===== src/rtl/gpio_result_drain.sv =====
// Captures core results on valid rising edges and drains them as 16-bit GPIO frames.
// Define DRAIN_PARITY_EN to append a 5th XOR parity word to every frame.
module gpio_result_drain #(
  parameter int DEPTH = 4,
  parameter int CNT_W = 3
) (
  input  logic             clk,
  input  logic             reset,
  input  logic [31:0]      W,
  input  logic [23:0]      L,
  input  logic [1:0]       B,
  input  logic             valid,
  input  logic             gpio_ack,
  output logic [15:0]      gpio_out,
  output logic             gpio_stb,
  output logic             empty,
  output logic             full,
  output logic [CNT_W-1:0] level,
  output logic             overflow
);

  localparam int AW = $clog2(DEPTH);
`ifdef DRAIN_PARITY_EN
  localparam logic [2:0] LAST = 3'd4;
`else
  localparam logic [2:0] LAST = 3'd3;
`endif

  typedef enum logic {IDLE, SEND} state_t;

  logic [57:0]      mem [DEPTH];
  logic [AW-1:0]    wp;
  logic [AW-1:0]    rp;
  logic [AW-1:0]    rp_nx;
  logic [CNT_W-1:0] cnt;
  logic             valid_q;
  state_t           state;
  logic [2:0]       idx;
  logic             cap;
  logic             xfer;
  logic             pop;
  logic             wr;

  function automatic logic [15:0] word(
    input logic [57:0] r,
    input logic [2:0]  i
  );
    logic [15:0] w0, w1, w2, w3;
    w0 = {4'hA, 2'b00, r[57:56], r[55:48]};
    w1 = r[47:32];
    w2 = r[31:16];
    w3 = r[15:0];
    case (i)
      3'd0:    word = w0;
      3'd1:    word = w1;
      3'd2:    word = w2;
      3'd3:    word = w3;
`ifdef DRAIN_PARITY_EN
      3'd4:    word = w0 ^ w1 ^ w2 ^ w3;
`endif
      default: word = 16'h0;
    endcase
  endfunction

  assign rp_nx = rp + AW'(1);
  assign cap   = valid && !valid_q;
  assign xfer  = (state == SEND) && gpio_stb && gpio_ack;
  assign pop   = xfer && (idx == LAST);
  // A pop on the same edge frees the slot, so a full FIFO still accepts.
  assign wr    = cap && (!full || pop);
  assign empty = (cnt == '0);
  assign full  = (cnt == CNT_W'(DEPTH));
  assign level = cnt;

  always_ff @(posedge clk) begin
    if (wr) mem[wp] <= {B, L, W};
  end

  always_ff @(posedge clk) begin
    if (!reset) begin
      valid_q  <= 1'b0;
      wp       <= '0;
      rp       <= '0;
      cnt      <= '0;
      overflow <= 1'b0;
    end else begin
      valid_q <= valid;
      if (wr) wp <= wp + AW'(1);
      if (pop) rp <= rp_nx;
      if (cap && !wr) overflow <= 1'b1;
      case ({wr, pop})
        2'b10:   cnt <= cnt + CNT_W'(1);
        2'b01:   cnt <= cnt - CNT_W'(1);
        default: cnt <= cnt;
      endcase
    end
  end

  always_ff @(posedge clk) begin
    if (!reset) begin
      state    <= IDLE;
      idx      <= 3'd0;
      gpio_out <= 16'h0;
      gpio_stb <= 1'b0;
    end else begin
      case (state)
        IDLE: begin
          if (!empty) begin
            state    <= SEND;
            idx      <= 3'd0;
            gpio_out <= word(mem[rp], 3'd0);
            gpio_stb <= 1'b1;
          end
        end
        SEND: begin
          if (xfer) begin
            if (idx != LAST) begin
              idx      <= idx + 3'd1;
              gpio_out <= word(mem[rp], idx + 3'd1);
            end else if (cnt > CNT_W'(1)) begin
              idx      <= 3'd0;
              gpio_out <= word(mem[rp_nx], 3'd0);
            end else begin
              state    <= IDLE;
              idx      <= 3'd0;
              gpio_out <= 16'h0;
              gpio_stb <= 1'b0;
            end
          end
        end
        default: state <= IDLE;
      endcase
    end
  end

endmodule


===== config.mk =====
export PLATFORM = sky130hd
export DESIGN_NAME = gpio_result_drain
export DESIGN_NICKNAME = d
export VERILOG_FILES = /design/src/rtl/gpio_result_drain.sv
export SDC_FILE = /design/constraint.sdc
export NUM_CORES = 1
export LEC_CHECK = 0
export CORE_MARGIN = 4
export CORE_UTILIZATION = 45
export CTS_BUF_LIST = sky130_fd_sc_hd__clkbuf_8 sky130_fd_sc_hd__clkbuf_16
export DETAILED_ROUTE_END_ITERATION = 16
export HOLD_SLACK_MARGIN = 0.1
export MAX_ROUTING_LAYER = met4
export PLACE_DENSITY = 0.66
export SKIP_LAST_GASP = 1
export SLEW_MARGIN = 20
export SYNTH_ARGS = -nofsm -noshare
export SYNTH_HDL_FRONTEND = slang
export SYNTH_SLANG_ARGS = --single-unit

===== constraint.sdc =====
create_clock -name clk -period 8.3 [get_ports clk]
set_input_delay 0.83 -clock clk [delete_from_list [all_inputs] [get_ports clk]]
set_output_delay 0.83 -clock clk [all_outputs]
set_load 0.1 [all_outputs]

Yosys cells after proc, flatten, opt, wreduce, memory -nomap -nowiden
Memories as Yosys holds them, arrays and structs flattened. A register that Yosys moved wholly into a read port is not among the register bits.
Index checks and enable logic that the tools add are counted.
{"block": "word_totals", "output_inout_bits": 23, "rom_bits": 0, "mem_bits_rw": 232, "inputBits": 62, "word_cells": 69, "memories": 1, "reg_bits": 30, "latch_bits": 0}
{"memory": "mem", "depth": 4, "width": 58, "rd": 2, "rd_clocked_by_memory_dff": 1, "write_ports": 1, "line": "31", "source": "logic [57:0] mem [DEPTH];"}
{"block": "op_classes", "n_addsub": 5, "bitwise_logic": 1, "n_lt_le_gt_ge": 1, "n_eq_ne": 12, "mux": 25, "n_reduce_logical": 15, "div_mod_pow": 0, "shift": 0, "multipliers": 0}
{"op": "$mux W16", "count": 4}
{"op": "$pmux W16 S4", "count": 1}
{"op": "$pmux W16 S2", "count": 1}
{"op": "$pmux W3 S2", "count": 2}
{"op": "$mux W1", "count": 10}
{"op": "$eq A3 B2 Y1 const B", "count": 3}
{"op": "$mux W3", "count": 3}
{"op": "$add A3 B1 Y3 const B", "count": 2}
{"op": "$logic_and A1 B1 Y1", "count": 6}
{"op": "$logic_not A3 Y1", "count": 2}
{"op": "$ne A2 B2 Y1 const B", "count": 3}
{"op": "$add A2 B1 Y2 const B", "count": 2}
{"op": "$mux W2", "count": 2}
{"op": "$pmux W1 S2", "count": 2}
{"op": "$reduce_and A4 Y1", "count": 1}
{"op": "$eq A3 B1 Y1 const B", "count": 1}
{"op": "$eq A3 B3 Y1 const B", "count": 1}
{"op": "$gt A3 B1 Y1 const B", "count": 1}
{"op": "$logic_not A1 Y1", "count": 3}
{"op": "$ne A3 B2 Y1 const B", "count": 1}
{"op": "$sub A3 B1 Y3 const B", "count": 1}
{"op": "$eq A2 B1 Y1 const B", "count": 1}
{"op": "$eq A2 B2 Y1 const B", "count": 1}
{"op": "$ne A2 B1 Y1 const B", "count": 1}
{"op": "4 further kinds", "count": 4}

Longest topological paths before layout
Gate-level depths: netlist of the first run.
{"block": "logic_depth", "word_depth": 7, "mapped_depth": 8, "mapped_depth_nobuf": 7}

Worst setup path before layout of the first run
OpenSTA, ideal clock, no wires.
{"block": "synth_path", "path_kind": "register to register", "startpoint": "register cnt[1] (netlist: level[1])", "endpoint": "memory mem[0][0] (enable)", "t_required_ns": 7.878, "slack_ns": 3.968, "n_path_buf": 0, "setup_time_ns": 0.422, "synth_period_minus_slack_ns": 4.332, "arrival_ns": 3.910, "path_stages_with_launch": 7, "cell_sequence": "dfxtp_1 > inv_1 > ha_1 > nand2_1 > inv_1 > a21oi_1 > and2_1"}
{"block": "synth_between", "elab_chain_cells": 6}
{"item": "start, declared", "line": "35", "source": "logic [CNT_W-1:0] cnt;"}
{"item": "start signal, assigned", "line": "92", "source": "2'b10: cnt <= cnt + CNT_W'(1);"}
{"item": "start signal, assigned", "line": "93", "source": "2'b01: cnt <= cnt - CNT_W'(1);"}
{"item": "start signal, assigned", "line": "94", "source": "default: cnt <= cnt;"}
{"item": "$eq A3 B3 Y1", "line": "72", "source": "assign full = (cnt == CNT_W'(DEPTH));"}
{"item": "net full", "line": "17", "source": "output logic full,"}
{"item": "$logic_not A1 Y1", "line": "70", "source": "assign wr = cap && (!full || pop);"}
{"item": "$logic_or A1 B1 Y1", "line": "70"}
{"item": "$logic_and A1 B1 Y1", "line": "70"}
{"item": "$mux W1", "line": "76", "source": "if (wr) mem[wp] <= {B, L, W};"}
{"item": "$mux W1 (not written as such)", "line": "76"}
{"item": "end, declared", "line": "31"}
The timed path passes the listed nets, and every way through them passes these cells.

Worst setup path in the final report of the first run
{"block": "layout_path", "startpoint": "register cnt[1] (netlist: level[1])", "endpoint": "output empty"}
{"block": "layout_between", "elab_chain_cells": 1}
{"item": "$logic_not A3 Y1", "line": "71", "source": "assign empty = (cnt == '0);"}
{"item": "end, declared", "line": "16", "source": "output logic empty,"}
No other way between the ends.

==> impl_metrics.json, run 1 <==
{
  "syn2layout_area_growth_pct": 18.51,
  "multiInputGateArea_um2": 2813,
  "synthTopCellsByArea": "edfxtp_1, mux4_2, dfxtp_1",
  "pwr-share-clk": 0.377,
  "cts.clk_slew.worst_paths_ns": 0.06,
  "synth-edff-count": 232,
  "clock-sinks": 264,
  "drc": 0,
  "synth_cell_types": 48,
  "clock-skew-final_ns": 0.009619,
  "overflow": 0,
  "rsz0062_at_grt": "false",
  "ant_nets": 0,
  "endpoint_kind": "output port",
  "grt_pass1_vias": 5918,
  "ys_warn_count": 0,
  "synth_area_leader_cell": "edfxtp_1",
  "swShare": 0.2411,
  "syn_avg_cell_area_um2": 19.64,
  "cts_tree": "yes",
  "fillers": 1744,
  "power_frac_seq": 0.511,
  "place_area_um2": 11760,
  "cts_setup_buffers": 0,
  "finish.net_count": 707,
  "drt-wirelength-per-cell_um": 23.07,
  "power-per-cell-area_nw_per_um2": 240.0,
  "setup_viol": 0,
  "slew_viol_final": 0,
  "io_pins": 85,
  "relSlewSlack": 0.3416,
  "stdcell_area_um2": 12590,
  "antenna_found_initial": 0,
  "synthCells": 541,
  "die_h_um": 161.7,
  "n_antenna_cell": 0,
  "port-buffer-count": 84,
  "syn_area_um2": 10620,
  "synth_async_sr_flop_share": 0,
  "htree_levels": 1,
  "grt_pass1_wl_um": 34360,
  "vias": 5562,
  "cts_max_path_buffers": 3,
  "synth-seq-area-share": 0.7161,
  "coreArea_um2": 22920,
  "start_util": 0.4636,
  "grt_max_degree": 59,
  "min_period_over_period": 0.4874,
  "drt_iter0_drc": 455,
  "critPathKind": "reg -> out",
  "crit_required_ns": 7.47,
  "max-vdd-ir-drop_mv": 0.1495,
  "first_pass_iters": 5,
  "dp_hpwl_um": 13420,
  "p_int_mw": 2.293,
  "drt_wl_total_um": 22190,
  "ys.flop_type": "edfxtp_1",
  "status": "completed",
  "cts-resized-gates": 0,
  "grtUsageTotal": 0.1757,
  "die_x_um": 161.7,
  "max_freq_mhz": 247.2,
  "power.leakage_nw": 4.050,
  "fin_crit_ns": 4.046,
  "cap_violations": 0,
  "cts_root_buffer": "clkbuf_16",
  "viasPerCell": 5.782,
  "hold_path.class": "reg -> reg",
  "cts_buffers": 26,
  "syn_nets": 618,
  "setup_tns_ns": 0,
  "path_max_fanout": 14,
  "p_sw_uw": 728.4,
  "layout-drive-gt1-share": 0.1757,
  "routabilityCongestion": 0.7735,
  "cp.arrival_ns": 3.22,
  "insertion_delay_ns": 0.52,
  "rows": 55,
  "ys_ff_latch": 264,
  "hold_buffers": 0,
  "regArea_um2": 7612,
  "start_kind": "register",
  "dieArea_um2": 26130,
  "power_frac_comb": 0.112,
  "hold_violations": 0,
  "synth_top_area_share": 0.6558,
  "worst_pin_slew_ns": 0.9846
}
[cells in the mapped netlist (2+ instances only)]
| cell type | instances |
|---|---|
| a32oi_1 | 2 |
| a221oi_2 | 9 |
| ha_1 | 15 |
| xnor2_1 | 2 |
| buf_6 | 3 |
| and3b_1 | 3 |
| a22o_1 | 10 |
| edfxtp_1 | 232 |
| o21a_1 | 2 |
| mux4_2 | 53 |
| buf_1 | 4 |
| dfxtp_1 | 32 |
| a211oi_1 | 10 |
| a32o_1 | 4 |
| o21ai_0 | 12 |
| nor2b_1 | 3 |
| nor2_1 | 11 |
| nand2_1 | 10 |
| buf_2 | 9 |
| and2_1 | 7 |
| o211ai_1 | 3 |
| clkbuf_1 | 12 |
| a21oi_1 | 20 |
| nor3_1 | 11 |
| a31oi_1 | 3 |
| inv_1 | 10 |
| mux4_1 | 15 |
| nand3_1 | 10 |
| a22oi_1 | 5 |
[power groups by stage]
stage	combinational (mW)	sequential (mW)	clock (mW)
global placement	0.332	1.57	0
global route	0.355	1.55	1.22
finish	0.337	1.54	1.14
floorplan	0.113	1.67	0
detailed placement	0.338	1.57	0
CTS	0.339	1.54	1.16
[layout by cell type (no fill, tap or decap), types with 2 or more instances in the layout]
cell and count:
a211oi_1 10, mux4_2 53, bufinv_16 3, edfxtp_1 232, clkinv_1 8, clkdlybuf4s50_1 84, a22oi_1 5, a32o_1 4
and2_1 3, nor3_1 11, nand3_1 10, and2_2 4, and3b_1 3, a22o_1 10, clkbuf_16 27, o211ai_1 3
clkinv_2 5, xnor2_1 2, ha_1 15, a221oi_2 9, inv_1 14, a21oi_1 20, o21ai_0 12, buf_4 8
mux4_1 15, nand2_1 10, nor2_1 11, o21a_1 2, a31oi_1 3, nor2b_1 2, dfxtp_1 30, a32oi_1 2
[kinds of logic after synthesis]
| logic type | after synthesis | share of synthesized area |
|---|---|---|
| AOI/OAI and AO/OA | 84 | 0.06077 |
| xor gates and xnor gates | 3 | 0.002474 |
| adders and majority gates | 15 | 0.01767 |
| buffers and inverters | 41 | 0.01990 |
| DFF | 264 | 0.7161 |
| muxes | 69 | 0.1504 |
| and+or+nand+nor | 65 | 0.03274 |
[final timing paths]
| kind | endpoint | slack (ns) | cells past startpoint | from |
|---|---|---|---|---|
| setup / recovery | empty | 4.25 | 4 | level[1] |
| hold / removal | overflow | 0.48 | 2 | overflow |
| setup reg to reg | mem[3][27] | 4.86 | 6 | idx[0] |
| hold reg to reg | overflow | 0.48 | 2 | overflow |
[stage by stage]
| stage | setup slack (ns) | hold WS, ns | total power, mW | instances | util |
|---|---|---|---|---|---|
| floorplan | 3.968 | 0.4648 | 1.783 | 541 | - |
| global placement | 4.488 | 0.4724 | 1.900 | 915 | 0.5129 |
| detailed placement | 4.508 | 0.4661 | 1.910 | 915 | 0.5130 |
| CTS | 4.283 | 0.4800 | 3.043 | 962 | 0.5494 |
| global route | 4.166 | 0.5407 | 3.122 | 962 | 0.5494 |
| finish | 4.254 | 0.4772 | 3.021 | 962 | 0.5494 |
[critical path, cell delays in order, from the launching register on]
cell             delay, ns
dfxtp_1               0.35
inv_1                 0.15
ha_1                  0.21
nor2b_2               0.70
clkdlybuf4s50_1       1.28
[per-layer routing]
| layer | GRT usage | up-vias | share of wire |
|---|---|---|---|
| met4 | 0.04152 | 0 | 0.024 |
| met3 | 0.02994 | 41 | 0.062 |
| met5 | - | - | 0 |
| met2 | 0.2954 | 214 | 0.50 |
| li1 | - | 2439 | - |
| met1 | 0.2278 | 2868 | 0.42 |
[cell type report]
class                      instances  share of cell area
inverter                          10            0.002981
clock buffer                      27             0.05366
clock inverter                    20             0.01272
timing repair buffer              92             0.07155
multi-input combinational        236              0.2234
sequential                       264              0.6046
tap                              313             0.03110
[sequential cells by signal (all words and copies together), names as in the netlist, 2 cells and up, named ones only]
signal / flops
idx: 3
rp: 2
wp: 2
mem: 232
level: 3
gpio_out: 16
Power figures use the tool's default switching activity.
==> run 2: changes to the inputs <==
==> constraint.sdc (replaced) <==
create_clock -name clk -period 4.05 [get_ports clk]
set_input_delay 0.405 -clock clk [delete_from_list [all_inputs] [get_ports clk]]
set_output_delay 0.405 -clock clk [all_outputs]
set_load 0.1 [all_outputs]
==> run 2 against run 1 <==
- worst setup slack got worse by 3.3 ns
- non-clock buffer count rose by 6
- cell count rose by 0.62%
- via count increased by 1.9%
- highest routed layer unchanged
==> impl_metrics.json, run 2 (synthesis gave the netlist of run 1 again) <==
{
  "status": "completed",
  "n_antenna_cell": 0,
  "routabilityCongestion": 0.7684,
  "grt_pass1_wl_um": 34550,
  "largest_reg_flops": 232,
  "power_mw": 6.070,
  "dieArea_um2": 26130,
  "grt_pass1_vias": 5904,
  "rows": 55,
  "drt_wl_total_um": 22640,
  "relSlewSlack": 0.3369,
  "finish.net_count": 713,
  "cts_buffers": 26,
  "critPathBufInv": 1,
  "fin_crit_ns": 3.079,
  "dp_hpwl_um": 13880,
  "die_h_um": 161.7,
  "io_pins": 85,
  "start_util": 0.4636,
  "critical_path.top_delay_family": "simple AND/OR/NAND/NOR gates",
  "cts_setup_buffers": 0,
  "setup_tns_ns": 0,
  "mostFrequentLayoutCells": "edfxtp_1, clkdlybuf4s50_1, mux4_2",
  "port-buffer-count": 84,
  "slew_viol_final": 0,
  "htree_levels": 1,
  "clock-sinks": 264,
  "vias": 5667,
  "grtUsageTotal": 0.1773,
  "crit_slowest_cell": "and2_2",
  "mostFrequentLayoutCell": "edfxtp_1",
  "cts.clk_slew.worst_paths_ns": 0.06,
  "post-route-util": 0.5514,
  "viasPerCell": 5.854,
  "hold_violations": 0,
  "cts_root_buffer": "clkbuf_16",
  "max_freq_mhz": 324.7,
  "slowest_delay_ns": 0.58,
  "cts_max_path_buffers": 3,
  "reg_top3": "mem (232), gpio_out (16)",
  "overflow": 0,
  "die_x_um": 161.7,
  "drc": 0,
  "grt_max_degree": 59,
  "endpoint_kind": "register",
  "cts-resized-gates": 0,
  "cap_violations": 0,
  "min_period_over_period": 0.7604,
  "max-vdd-ir-drop_mv": 0.2988,
  "drt_iter0_drc": 472,
  "first_pass_iters": 5,
  "crit_chain": "ha_1, ha_1, nand4_1, a21oi_1, and2_2, buf_12",
  "crit_required_ns": 4.25,
  "clock-skew-final_ns": 0.01254,
  "coreArea_um2": 22920,
  "setup_viol": 0,
  "layout-drive-gt1-share": 0.1817,
  "cp_common_cell": "ha_1",
  "ant_nets": 0,
  "hold_path.class": "reg -> reg",
  "antenna_found_initial": 0,
  "syn2layout_area_growth_pct": 18.94,
  "start_kind": "register",
  "regMostFlops": "mem",
  "critPathKind": "reg -> reg",
  "cp.arrival_ns": 3.28,
  "power-per-cell-area_nw_per_um2": 480.4,
  "rsz0062_at_grt": "false",
  "path_max_fanout": 40,
  "power.leakage_nw": 4.066,
  "cts_tree": "yes",
  "insertion_delay_ns": 0.53,
  "drt-wirelength-per-cell_um": 23.39,
  "hold_buffers": 0,
  "worst_pin_slew_ns": 0.9915
}
## run 2: tightest hold or removal path, cell delays in order, from the launching register on
cell and delay, ns:
dfxtp_1 0.33, a31oi_1 0.05, nor2_1 0.07
## run 2: final cells by class
class | instances | area, um^2
sequential | 264 | 7612
clock inverter | 21 | 127.6
multi-input combinational | 236 | 2810
timing repair buffer | 98 | 1006
inverter | 10 | 37.54
fill | 1748 | 10280
clock buffer | 26 | 650.6
tap | 313 | 391.6
## run 2: path summary, 6_finish.rpt
kind | start | end | slack, ns | depth (start not counted)
min | overflow | overflow | 0.49 | 2
max | idx[0] | mem[3][49] | 0.97 | 6
max reg2reg | idx[0] | mem[3][49] | 0.97 | 6
min reg2reg | overflow | overflow | 0.49 | 2
## run 2: stage by stage
stage / setup slack (ns) / hold WS (ns) / cells / area [um^2]
global route: 0.6632 / 0.4832 / 968 / 12640
global placement: 1.061 / 0.4768 / 920 / 11850
CTS: 0.9235 / 0.4861 / 968 / 12640
floorplan: 0.3347 / 0.4648 / 541 / 10630
finish: 0.9706 / 0.4865 / 968 / 12640
detailed placement: 0.9524 / 0.4827 / 921 / 11860
## run 2: power breakdown
group          total (mW)  internal [mW]  leakage, nW  switching [mW]
clock network        2.20           1.23        0.400           0.973
logic               0.719          0.227         1.28           0.492
registers            3.15           3.09         2.38          0.0566
## run 2: layer usage
layer  up-vias  wire, um  track usage
met4         0       573      0.04421
met2       209     11430       0.2986
li1       2459         -            -
met1      2958      9261       0.2303
met5         -         0            -
met3        41      1380      0.02740
==> run 3: changes to the inputs <==
--- a/config.mk
+++ b/config.mk
@@ -11,7 +11,7 @@
 export DETAILED_ROUTE_END_ITERATION = 16
 export HOLD_SLACK_MARGIN = 0.1
 export MAX_ROUTING_LAYER = met4
-export PLACE_DENSITY = 0.66
+export PLACE_DENSITY = 0.69
 export SKIP_LAST_GASP = 1
 export SLEW_MARGIN = 20
 export SYNTH_ARGS = -nofsm -noshare
==> constraint.sdc (replaced) <==
create_clock -name clk -period 2.7 [get_ports clk]
set_input_delay 0.27 -clock clk [delete_from_list [all_inputs] [get_ports clk]]
set_output_delay 0.27 -clock clk [all_outputs]
set_load 0.1 [all_outputs]
==> run 3 against run 2 <==
- combinational power is 54% higher
- clock power is 64% higher
- cell count is 2.1% higher
- clock-buffer cell count is 2 higher
- clock skew is 0.0089 ns higher
- critical path depth stayed put
- critical path type unchanged
- critical endpoint is now mem[1][18]
- highest routed layer unchanged
==> impl_metrics.json, run 3 (synthesis gave the netlist of run 1 again) <==
{
  "status": "completed",
  "regArea_um2": 7621,
  "path_max_fanout": 16,
  "cts-resized-gates": 0,
  "io_pins": 85,
  "syn2layout_area_growth_pct": 22.00,
  "start_kind": "register",
  "hold_violations": 0,
  "endpoint_kind": "register",
  "cts_tree": "yes",
  "setup_viol": 0,
  "crit_slowest_cell": "dfxtp_1",
  "rsz0062_at_grt": "false",
  "cts_buffers": 28,
  "layout-drive-gt1-share": 0.2548,
  "critPathKind": "reg -> reg",
  "vias": 5796,
  "grt_pass1_vias": 6029,
  "crit_chain": "ha_1, ha_1, nand4_1, a21oi_4, and2_4, buf_12",
  "grtUsageTotal": 0.1830,
  "slowest_delay_ns": 0.41,
  "hold_ws_ns": 0.3577,
  "die_x_um": 161.7,
  "clock-sinks": 264,
  "max_freq_mhz": 406.6,
  "mostFrequentLayoutCell": "edfxtp_1",
  "cts_root_buffer": "clkbuf_16",
  "first_pass_iters": 4,
  "cp.arrival_ns": 2.70,
  "cap_violations": 0,
  "min_period_over_period": 0.9110,
  "fin_crit_ns": 2.460,
  "cp_common_cell": "ha_1",
  "multiInputGateArea_um2": 2831,
  "viasPerCell": 5.866,
  "power.leakage_nw": 4.260,
  "start_util": 0.4636,
  "drt_iter0_drc": 469,
  "finish.net_count": 730,
  "grt_max_degree": 31,
  "port-buffer-count": 84,
  "coreArea_um2": 22920,
  "power_mw": 9.464,
  "grt_pass1_wl_um": 35810,
  "power-per-cell-area_nw_per_um2": 730.2,
  "hold_path.class": "in -> reg",
  "drc": 0,
  "rows": 55,
  "drt_wl_total_um": 23350,
  "regMostFlops": "mem",
  "critPathBufInv": 1,
  "fillers": 1687,
  "reg_top3": "mem (232), gpio_out (16)",
  "dieArea_um2": 26130,
  "max-vdd-ir-drop_mv": 0.5661,
  "dp_hpwl_um": 15750,
  "crit_required_ns": 2.94,
  "die_h_um": 161.7,
  "cts_max_path_buffers": 3,
  "cts.clk_slew.worst_paths_ns": 0.06,
  "relSlewSlack": 0.4417,
  "critical_path.top_delay_family": "simple AND/OR/NAND/NOR gates",
  "setup_tns_ns": 0,
  "antenna_found_initial": 0,
  "slew_viol_final": 0,
  "worst_pin_slew_ns": 0.8298,
  "drt-wirelength-per-cell_um": 23.63,
  "clock-skew-final_ns": 0.02144,
  "insertion_delay_ns": 0.54,
  "overflow": 0,
  "largest_reg_flops": 232,
  "routabilityCongestion": 0.8318,
  "ant_nets": 0,
  "htree_levels": 1,
  "n_antenna_cell": 0,
  "mostFrequentLayoutCells": "edfxtp_1, clkdlybuf4s50_1, mux4_2"
}
[run 3: worst reg2reg max path, delay by kind of cell, from the launching register on]
kind | cells | cell delay [ns]
DFF | 1 | 0.41
buffers and inverters | 1 | 0.22
and+or+nand+nor | 2 | 0.64
AOI/OAI and AO/OA | 1 | 0.28
adders and majority gates | 2 | 0.61
[run 3: report_power, final]
part / leakage [nW] / internal, mW / switching [mW]
sequential: 2.38 / 4.64 / 0.0929
clock: 0.448 / 2.08 / 1.53
combinational: 1.43 / 0.358 / 0.756
total: 4.26 / 7.08 / 2.38
[run 3: path summary, 6_finish.rpt]
path | end | slack (ns) | cells after the start | start
worst max-delay path | mem[1][18] | 0.24 | 6 | idx[0]
worst min-delay path | mem[0][7] | 0.36 | 1 | W[7]
worst max register to register | mem[1][18] | 0.24 | 6 | idx[0]
worst min register to register | idx[1] | 0.51 | 2 | idx[1]
[run 3: timing repair]
action | in CTS | in global routing
setup buffers | 0 | 1
setup endpoints to repair | 0 | 126
hold buffers | 0 | 0
[run 3: per-stage QoR]
| stage | cells | setup WS, ns | util | cell area (um^2) |
|---|---|---|---|---|
| finish | 988 | 0.2403 | 0.5656 | 12960 |
| global route | 988 | 0.1238 | 0.5656 | 12960 |
| CTS | 987 | 0.08726 | 0.5653 | 12950 |
| detailed placement | 935 | 0.1025 | 0.5268 | 12070 |
| global placement | 935 | 0.2828 | 0.5268 | 12070 |
| floorplan | 541 | 0.03257 | - | 10670 |
[run 3: cell type report]
cell class / count / share of cell area
Sequential cell: 264 / 0.5880
Multi-Input combinational cell: 236 / 0.2185
Timing Repair Buffer: 113 / 0.09171
Clock buffer: 28 / 0.05406
Tap cell: 313 / 0.03022
Clock inverter: 24 / 0.01400
Inverter: 10 / 0.003572
[run 3: metal layers]
layer,global-route usage,vias up,share of wire
li1,-,2497,-
met1,0.2430,3009,0.41
met2,0.2958,239,0.49
met3,0.03197,51,0.067
met4,0.05267,0,0.028
met5,-,-,0
==> RTL edit: new RTL, config.mk and constraints of run 2 <==
The option `DRAIN_PARITY_EN` is turned on by a define.
--- a/src/rtl/gpio_result_drain.sv
+++ b/src/rtl/gpio_result_drain.sv
@@ -1,4 +1,6 @@
 // Captures core results on valid rising edges and drains them as 16-bit GPIO frames.
 // Define DRAIN_PARITY_EN to append a 5th XOR parity word to every frame.
+`define DRAIN_PARITY_EN
+
 module gpio_result_drain #(
   parameter int DEPTH = 4,
Check against the original RTL: not equivalent (a bounded check fails within 10 cycles, from zero or initial values and one cycle with reset low).
==> RTL edit against run 2 <==
Total power is 10% higher; combinational power rose by 26%; area after synthesis increased by 11%; non-clock buffer count rose by 1; register-to-register slack improved by 130 ps; design area increased by 10%; routed wire length is 17% higher; critical path type is now reg -> out; sequential cell count unchanged; worst setup slack worse by 48 ps; largest cell class unchanged; core utilization fell by 0.22 points.
==> RTL edit: results (changes against run 2) <==
[route]
vias = 6759  ; was 5667
routed.top_layer = met4  ; unchanged
dr_wl_met2_um = 13400  ; was 11400 um
drtAntennaViolNets = 0  ; unchanged
wl_per_cell_um = 23.1  ; was 23.4 um
dr_wl_met3_um = 1400  ; was 1380 um
wl_met1_um = 10800  ; was 9260 um

[power_and_ir_drop]
irDropWorstVdd_mv = 0.396  ; was 0.299 mV
pg_comb_uw = 903  ; was 719 uW
p_int_mw = 5.03  ; was 4.55 mW
p_leak_nw = 4.39  ; was 4.07 nW

[global_route]
grt_pass1_vias = 7167  ; was 5904
grtUsageMet2 = 0.318  ; was 0.299
grtUsageTotal = 0.190  ; was 0.177
use_met1 = 0.240  ; was 0.230
use_met3 = 0.0280  ; was 0.0274
grt_pass1_wl_um = 41200  ; was 34500 um
grt_max_degree = 43  ; was 59

[synthesis]
async_flop_share = 0  ; unchanged
synth_area_leaders = edfxtp_1 59%, mux4_2 11%, dfxtp_1 5.5%, mux2i_1 4.2%, xor2_1 2.2%  ; was edfxtp_1 66%, mux4_2 11%, dfxtp_1 6.0%, mux4_1 3.7%, ha_1 1.8%
synth_fa_ha_area_frac = 0.0149  ; was 0.0177
synth_xor_area_frac = 0.0496  ; was 0.00247
ys_types = 47  ; was 48
synth_compound_area_frac = 0.0750  ; was 0.0608
synth_common_cells = 232 x edfxtp_1, 58 x mux4_2, 49 x mux2i_1, 32 x dfxtp_1, 32 x nand2_1  ; was 232 x edfxtp_1, 53 x mux4_2, 32 x dfxtp_1, 20 x a21oi_1
yosysSeqAreaShare = 0.647  ; was 0.716
synth_nets = 780  ; was 618
synthMuxAreaShare = 0.153  ; was 0.150
yosys.area.top_type_share = 0.593  ; was 0.656

[final_layout]
finalNetCount = 868  ; was 713
largestRegisters = mem: 232 flops, gpio_out: 16 flops  ; unchanged
drive_gt1_frac = 0.164  ; was 0.182

[worst_setup_path]
cp_max_fo = 8  ; was 40
cp-startpoint = level[1]  ; was idx[0]
path_class = reg -> out  ; was reg -> reg
arrival_ps = 2720  ; was 3280 ps

[min_path]
hp-start = gpio_out[8]  ; was overflow

[cts]
clock_insertion_delay_worst_skew_ps = 540
cts_buffers = 27  ; was 26

[timing]
slew-limit-headroom = 0.336  ; was 0.337
fin_worst_skew_ps = 23.1  ; was 12.5 ps

[placed_design]
dp_hpwl_um = 17100  ; was 13900 um
place_congestion = 0.827  ; was 0.768

[run_status]
status = complete, no violations  ; unchanged

RTL edit: area by class of cell:
cell class              count  area (um^2)
flip-flops and latches    264         7610
well taps                 330          413
clock inverters            21          254
repair buffers             99         1000
fillers                  1996        11500
clock buffers              29          703
multi-input cells         390         3920
inverters                  10         37.5
RTL edit: metrics by stage:
step	instances	total power, mW	setup WS (ps)	area [um^2]	util
after global placement	1093	4.10	965	13000	0.511
after detailed placement	1093	4.13	884	13000	0.511
after floorplan	704	3.81	114	11800	-
after global routing	1143	6.93	807	13900	0.549
final	1143	6.70	922	13900	0.549
after CTS	1143	6.75	923	13900	0.549
RTL edit: critical path, stage by stage (launching register included):
cell	delay, ps
dfxtp_1	390
inv_1	140
ha_1	200
and2_1	280
clkdlybuf4s50_1	1190
RTL edit: path summary, 6_finish.rpt:
check,end,cells after the start,slack [ps]
min reg2reg,gpio_out[8],2,480
max reg2reg,mem[1][15],7,1100
min,gpio_out[8],2,480
max,full,4,920
